<file path="src/rtl/dm_arbiter.sv">
// Data-memory arbiter: shares one memory port between the M-stage CPU access and an
// external (debug/DMA) master, with CPU-starvation control and an ack timeout.
module dm_arbiter #(
   parameter int STARVE_MAX = 4,
   parameter int TIMEOUT    = 16
) (
   input  logic        clk,
   input  logic        reset,
   input  logic        cpu_req,
   input  logic        cpu_we,
   input  logic [31:0] cpu_addr,
   input  logic [31:0] cpu_wdata,
   input  logic [3:0]  cpu_be,
   output logic [31:0] cpu_rdata,
   output logic        cpu_stall,
   input  logic        ext_req,
   input  logic        ext_we,
   input  logic [31:0] ext_addr,
   input  logic [31:0] ext_wdata,
   input  logic [3:0]  ext_be,
   output logic        ext_gnt,
   output logic [31:0] ext_rdata,
   output logic        mem_req,
   output logic        mem_we,
   output logic [31:0] mem_addr,
   output logic [31:0] mem_wdata,
   output logic [3:0]  mem_be,
   input  logic        mem_ack,
   input  logic [31:0] mem_rdata,
   output logic        bus_err
);

   typedef enum logic [1:0] {IDLE, CPU, EXT} state_t;

   localparam int TW = $clog2(TIMEOUT) + 1;

   state_t        state;
   logic [2:0]    starve_cnt;
   logic [TW-1:0] tcnt;
   logic          timeout;
   logic          done;
   logic          grant_ext;
   logic          grant_cpu;

   // An ack arriving in the last allowed cycle wins over the abort.
   assign timeout   = (state != IDLE) && (tcnt == TW'(TIMEOUT - 1)) && !mem_ack;
   assign done      = (state != IDLE) && (mem_ack || timeout);
   assign grant_ext = (state == IDLE) && ext_req &&
                      (!cpu_req || (starve_cnt == 3'(STARVE_MAX)));
   assign grant_cpu = (state == IDLE) && cpu_req && !grant_ext;

   // NOTE: all state uses non-blocking assignments so every register samples the
   // pre-edge values; the async reset clears the request outputs immediately.
   always_ff @(posedge clk or negedge reset) begin
      if (!reset) begin
         state     <= IDLE;
         tcnt      <= '0;
         mem_we    <= 1'b0;
         mem_addr  <= '0;
         mem_wdata <= '0;
         mem_be    <= '0;
      end else begin
         case (state)
            IDLE: begin
               tcnt <= '0;
               if (grant_ext) begin
                  state     <= EXT;
                  mem_we    <= ext_we;
                  mem_addr  <= ext_addr;
                  mem_wdata <= ext_wdata;
                  mem_be    <= ext_be;
               end else if (grant_cpu) begin
                  state     <= CPU;
                  mem_we    <= cpu_we;
                  mem_addr  <= cpu_addr;
                  mem_wdata <= cpu_wdata;
                  mem_be    <= cpu_be;
               end
            end
            CPU, EXT: begin
               if (done) state <= IDLE;
               else      tcnt  <= tcnt + TW'(1);
            end
            default: state <= IDLE;
         endcase
      end
   end

   // Counts CPU grants that overtook a waiting external request.
   always_ff @(posedge clk or negedge reset) begin
      if (!reset) begin
         starve_cnt <= '0;
      end else if (!ext_req || grant_ext) begin
         starve_cnt <= '0;
      end else if (grant_cpu && (starve_cnt != 3'(STARVE_MAX))) begin
         starve_cnt <= starve_cnt + 3'd1;
      end
   end

   assign mem_req   = (state != IDLE);
   assign cpu_stall = cpu_req && !((state == CPU) && done);
   assign cpu_rdata = ((state == CPU) && mem_ack && !mem_we) ? mem_rdata : '0;
   assign ext_gnt   = (state == EXT) && done;
   assign ext_rdata = ((state == EXT) && mem_ack && !mem_we) ? mem_rdata : '0;
   assign bus_err   = timeout;

endmodule

</file>
<file path="config.mk">
export PLATFORM = sky130hd
export DESIGN_NAME = dm_arbiter
export DESIGN_NICKNAME = d
export VERILOG_FILES = /design/src/rtl/dm_arbiter.sv
export SDC_FILE = /design/constraint.sdc
export NUM_CORES = 1
export LEC_CHECK = 0
export CORE_AREA = 3 3 122 124
export CTS_BUF_LIST = sky130_fd_sc_hd__clkbuf_8
export DETAILED_ROUTE_END_ITERATION = 8
export DIE_AREA = 0 0 125 127
export HOLD_SLACK_MARGIN = 0.1
export PLACE_DENSITY = 0.75
export SLEW_MARGIN = 20
export SYNTH_ARGS = -nofsm -noshare
export SYNTH_HDL_FRONTEND = slang
export SYNTH_SLANG_ARGS = --single-unit
</file>
<file path="constraint.sdc">
create_clock -name clk -period 2.5 [get_ports clk]
set_input_delay 0.5 -clock clk [delete_from_list [all_inputs] [get_ports clk]]
set_output_delay 0.5 -clock clk [all_outputs]
set_load 0.01 [all_outputs]
</file>
# --- Word level (Yosys, flattened, before mapping) ---
# Cells that the tools add are included.
totals:
  wordCells: 68
  out_inout_bits: 137
  reg_bits: 79
op_classes:
  reduce_logical: 33
  eq_ne: 8
  addsub: 2
  mux: 18
ops:
  columns: ["operator", "count"]
  rows:
  - ["two-way mux 32 bit", 6]
  - ["logical AND 1 bit", 15]
  - ["case mux 5 bit (2 select lines)", 1]
  - ["two-way mux 4 bit", 2]
  - ["nonzero test 2 bit", 4]
  - ["zero test 1 bit", 6]
  - ["two-way mux 2 bit", 3]
  - ["two-way mux 3 bit", 2]
  - ["!= test 3 bit, second input constant", 2]
  - ["AND reduction 2 bit", 3]
  - ["adder 5 x 1 -> 5 bit, second input constant", 1]
  - ["equality test 5 x 4 -> 1 bit, second input constant", 1]
  - ["two-way mux 5 bit", 1]
  - ["!= test 2 bit, second input constant", 2]
  - ["case mux 2 bit (2 select lines)", 1]
  - ["adder 3 x 1 -> 3 bit, second input constant", 1]
  - ["equality test 3 bit, second input constant", 1]
  - ["logical OR 1 bit", 3]
  - ["equality test 2 x 1 -> 1 bit, second input constant", 1]
  - ["equality test 2 bit, second input constant", 1]
  - ["zero test 2 bit", 1]
  - ["two-way mux 1 bit", 2]
  - ["OR reduction 2 bit", 1]

# --- Depth between registers and ports, before layout ---
depth:
  word_depth: 8
  ltp_mapped: 8
  depth_no_buf: 6

# --- Least setup slack after synthesis ---
# OpenSTA, ideal clock, no wires.
synth_timing:
  kind: "reg-to-output"
  startpoint: "reg tcnt[0]"
  endpoint: "out cpu_stall"
  setup_slack_ns: 0.498
  arrival_ns: 1.502
  path_stages_with_launch: 6
  required_time_ns: 2.000
  path_cell_list: "dfrtp_1 -> ha_1 -> and3_1 -> ha_1 -> o21ba_2 -> a21boi_0"
synth_between:
  elab_chain_cells: 8
synth_rtl:
  columns: ["element", "line", "source"]
  rows:
  - ["start: declaration", "39", "logic [TW-1:0] tcnt;"]
  - ["start signal: assignment", "82", "else tcnt <= tcnt + TW'(1);"]
  - ["equality test 5 x 4 -> 1 bit", "46", "assign timeout = (state != IDLE) && (tcnt == TW'(TIMEOUT - 1)) && !mem_ack;"]
  - ["logical AND 1 bit (2 in series)", "46", null]
  - ["logical OR 1 bit", "47", "assign done = (state != IDLE) && (mem_ack || timeout);"]
  - ["logical AND 1 bit", "47", null]
  - ["logical AND 1 bit", "101", "assign cpu_stall = cpu_req && !((state == CPU) && done);"]
  - ["zero test 1 bit", "101", null]
  - ["logical AND 1 bit", "101", null]
  - ["end: declaration", "15", "output logic cpu_stall,"]
# Every way passes these cells.

# --- Worst setup path after layout ---
layout_timing:
  startpoint: "reg state[0]"
  endpoint: "out cpu_rdata[4]"
layout_between:
  elab_chain_cells: 4
layout_rtl:
  columns: ["element", "line", "source"]
  rows:
  - ["start: declaration", "37", "state_t state;"]
  - ["start signal: assignment", "56", "state <= IDLE;"]
  - ["start signal: assignment", "67", "state <= EXT;"]
  - ["start signal: assignment", "73", "state <= CPU;"]
  - ["equality test 2 x 1 -> 1 bit", "102", "assign cpu_rdata = ((state == CPU) && mem_ack && !mem_we) ? mem_rdata : '0;"]
  - ["logical AND 1 bit (2 in series)", "102", null]
  - ["two-way mux 32 bit", "102", null]
  - ["end: declaration", "14", "output logic [31:0] cpu_rdata,"]
# Every way passes these cells.

==> results by group <==
Floorplan
  – Die height: 127 um
  – Effective utilization at floorplan: 0.331
  – Core region area: 13900 sq um
  – # rows: 43
  – Ports: 312
  – Die Footprint: 15900 sq um
  – Die X: 125 um

Setup path
  – Crit-path slowest cell: dfrtp_1
  – WP data required: 2.00 ns
  – Worst Path Buf+Inv: 3
  – CP Class: flop to primary output
  – CP startpoint kind: flop
  – Crit-path leading delay family: buffers and inverters
  – Critical path's largest stage delay: 0.41 ns
  – WP data arrival: 1.92 ns
  – CP Max Fanout: 15
  – Crit end category: primary output
  – Crit-path cells: ha_1, and3b_2, buf_8, buf_4, and2_1, dlygate4sd2_1

Finish
  – Diodes inserted: 0
  – Post-Layout Cell Count: 1009
  – Share of layout cells above drive strength 1: 0.0639
  – P&R area growth vs syn: 73.7%
  – Most frequent cells in the layout: 243 x clkdlybuf4s50_1, 79 x dfrtp_1, 71 x nor2_1, 71 x o21ai_0, 70 x a21oi_1
  – Fin nets: 1006
  – Most common cell after layout, fill and taps aside: clkdlybuf4s50_1
  – Filler cells: 1302

Worst hold path
  – HP Class: flop to flop

Flow run
  – Max-cap violation count: 0

Logic synthesis
  – Gate count of the mapped netlist: 534
  – FF+latch count, synth: 79
  – Post-Syn Area: 4590 sq um
  – Xor/xnor share of the synthesized area: 0
  – Mux contribution to synthesized area: 0.00654
  – Main combinational cell family by area after synthesis: compound AO/OA/AOI/OAI gates
  – Syn nets: 716
  – Synth Area in Compound Gates: 0.285
  – Number of enable flip-flop cells after synthesis: 0
  – Post-Synth Simple-Gate Area: 0.172
  – Syn avg cell area: 8.60 sq um
  – Synth Warn #: 0
  – Ys async rst share: 1.00
  – Synth Area in Adders: 0.0191
  – Number of library cell types mapped by synthesis: 37
  – Part of the Yosys area used for sequential elements: 0.431
  – Ys flop type: dfrtp_1

Timing
  – Final Hold Vio Count: 0
  – Rel. slew slack: 0.682
  – Final period util: 0.969
  – RSZ-0062 raised after global routing: true
  – Worst slew pin tran: 0.477 ns
  – # setup viols final: 0
  – Fin. max-slew vios: 0
  – Clk_skew: 0.0158 ns
  – Maximum clock rate: 0.413 GHz
  – Final setup margin: 0.0770 ns
  – Fin crit period: 2.42 ns
  – Hold_ws: 0.489 ns

Placement
  – Inst Count DP: 990
  – Dpl hpwl: 13.0 mm
  – Port bufs: 311
  – Post-Place Setup Slack: -0.101 ns
  – Gpl congestion: 0.876

Pwr
  – Tot Pwr: 7720 uW
  – Lkg Pwr: 0.00347 uW
  – P per Cell Area: 968 nW/um^2
  – Worst vdd ir: 0.000477 V

Global routing
  – First-pass GRT wire length: 27.8 mm
  – Largest net degree at the start of global routing: 72
  – Number of global-route vias before repair: 4933
  – Antenna violations before repair: 0
  – Overall Global Routing Usage: 0.219
  – Global route overflow: 0

Detailed routing
  – 1st-pass router iterations: 8
  – Antenna viol nets, final: 0
  – Wirelength per Cell: 18.2 um
  – DRT Wirelength: 18.4 mm
  – DR vias: 5147
  – Drt via density: 5.10
  – DRT iter0 DRCs: 344
  – DRC Markers: 0

Clock network
  – Worst-path clk slew: 0.08 ns
  – Clock Path Buffers: 2
  – Clk sinks: 79
  – H-Tree Depth: 3
  – CTS buffer count: 9
  – Root buffer cell: clkbuf_8
  – Clock latency on the worst-skew pair: 0.36 ns
  – CTS tree: done

Outcome
  – Outcome: complete, no violations
## what timing repair did
item | CTS | global route
hold buffers | 1 | 0
setup endpoints to repair | 67 | 5
endpoints found under the hold margin | 18 | 0
setup buffers | 2 | 0
resized for setup | 77 | 6
pin swaps | 0 | 1
## worst reg2reg max path, delay by kind of cell (launching register included)
family,cells,cell delay (ns)
and+or+nand+nor,1,0.18
adders and majority gates,1,0.26
AOI/OAI and AO/OA,2,0.43
DFF,1,0.41
buffers and inverters,3,0.57
## synthesized netlist by cell type (2+ instances only)
| cell type | count | share of area |
|---|---|---|
| a21boi_0 | 4 | 0.0065 |
| a21oi_1 | 70 | 0.076 |
| a31oi_1 | 69 | 0.094 |
| and2_1 | 66 | 0.090 |
| and3_1 | 2 | 0.0027 |
| and3b_1 | 2 | 0.0038 |
| buf_2 | 3 | 0.0033 |
| buf_4 | 6 | 0.0098 |
| buf_6 | 18 | 0.044 |
| clkbuf_1 | 22 | 0.018 |
| clkbuf_2 | 6 | 0.0065 |
| dfrtp_1 | 79 | 0.43 |
| ha_1 | 7 | 0.019 |
| inv_1 | 5 | 0.0041 |
| mux2i_1 | 3 | 0.0065 |
| nand2_1 | 8 | 0.0065 |
| nand2b_1 | 2 | 0.0027 |
| nand3_1 | 2 | 0.0022 |
| nor2_1 | 71 | 0.058 |
| nor3b_1 | 2 | 0.0033 |
| o21ai_0 | 71 | 0.077 |
## logic make-up after synthesis
group	after synthesis
buffers and inverters	61
adder cells (fa/ha/maj)	7
AND/OR/NAND/NOR	157
AO/OA/AOI/OAI	227
flip-flops	79
multiplexers	3
## metal layers
layer	global-route usage	routed length (um)	up-vias
met5	0	0	-
met4	0.0714	401	0
met3	0.0497	1330	29
met2	0.355	8790	209
met1	0.292	7830	2453
li1	-	-	2456
## final cells by class
type / instances / area [sq um] / area share
tap: 180 / 225 / 0.0282
timing repair buffer: 334 / 3300 / 0.414
sequential: 79 / 1980 / 0.248
inverter: 6 / 22.5 / 0.00282
multi-input combinational: 394 / 2230 / 0.280
clock buffer: 10 / 138 / 0.0173
clock inverter: 6 / 85.1 / 0.0107
## worst paths after layout
kind,cells after the start,slack [ns],endpoint,from
max,6,0.08,cpu_rdata[4],state[0]
min reg2reg,1,0.49,tcnt[3],tcnt[3]
min in group asynchronous,2,0.64,mem_addr[17],reset
max in group asynchronous,3,1.24,mem_addr[13],reset
max reg2reg,7,0.57,mem_addr[17],state[0]
min,1,0.49,tcnt[3],tcnt[3]
## power by group
| part | switching, uW | internal (uW) |
|---|---|---|
| Sequential | 328 | 1890 |
| Clock | 486 | 586 |
| Combinational | 2210 | 2220 |
## state kept, by name, indices dropped and copies added, names as in the netlist
signal,cells
state,2
tcnt,5
starve_cnt,3
mem_addr,32
mem_wdata,32
mem_be,4
mem_we,1
## metrics by stage
step | util | instance area, sq um | TNS, ns
global placement | 0.562 | 7790 | -2.47
floorplan | - | 4590 | 0
finish | 0.575 | 7980 | 0
detailed placement | 0.562 | 7790 | -3.89
CTS | 0.574 | 7970 | -0.0795
global route | 0.575 | 7980 | -0.000107
No activity file was read; power rests on OpenSTA's default activity.
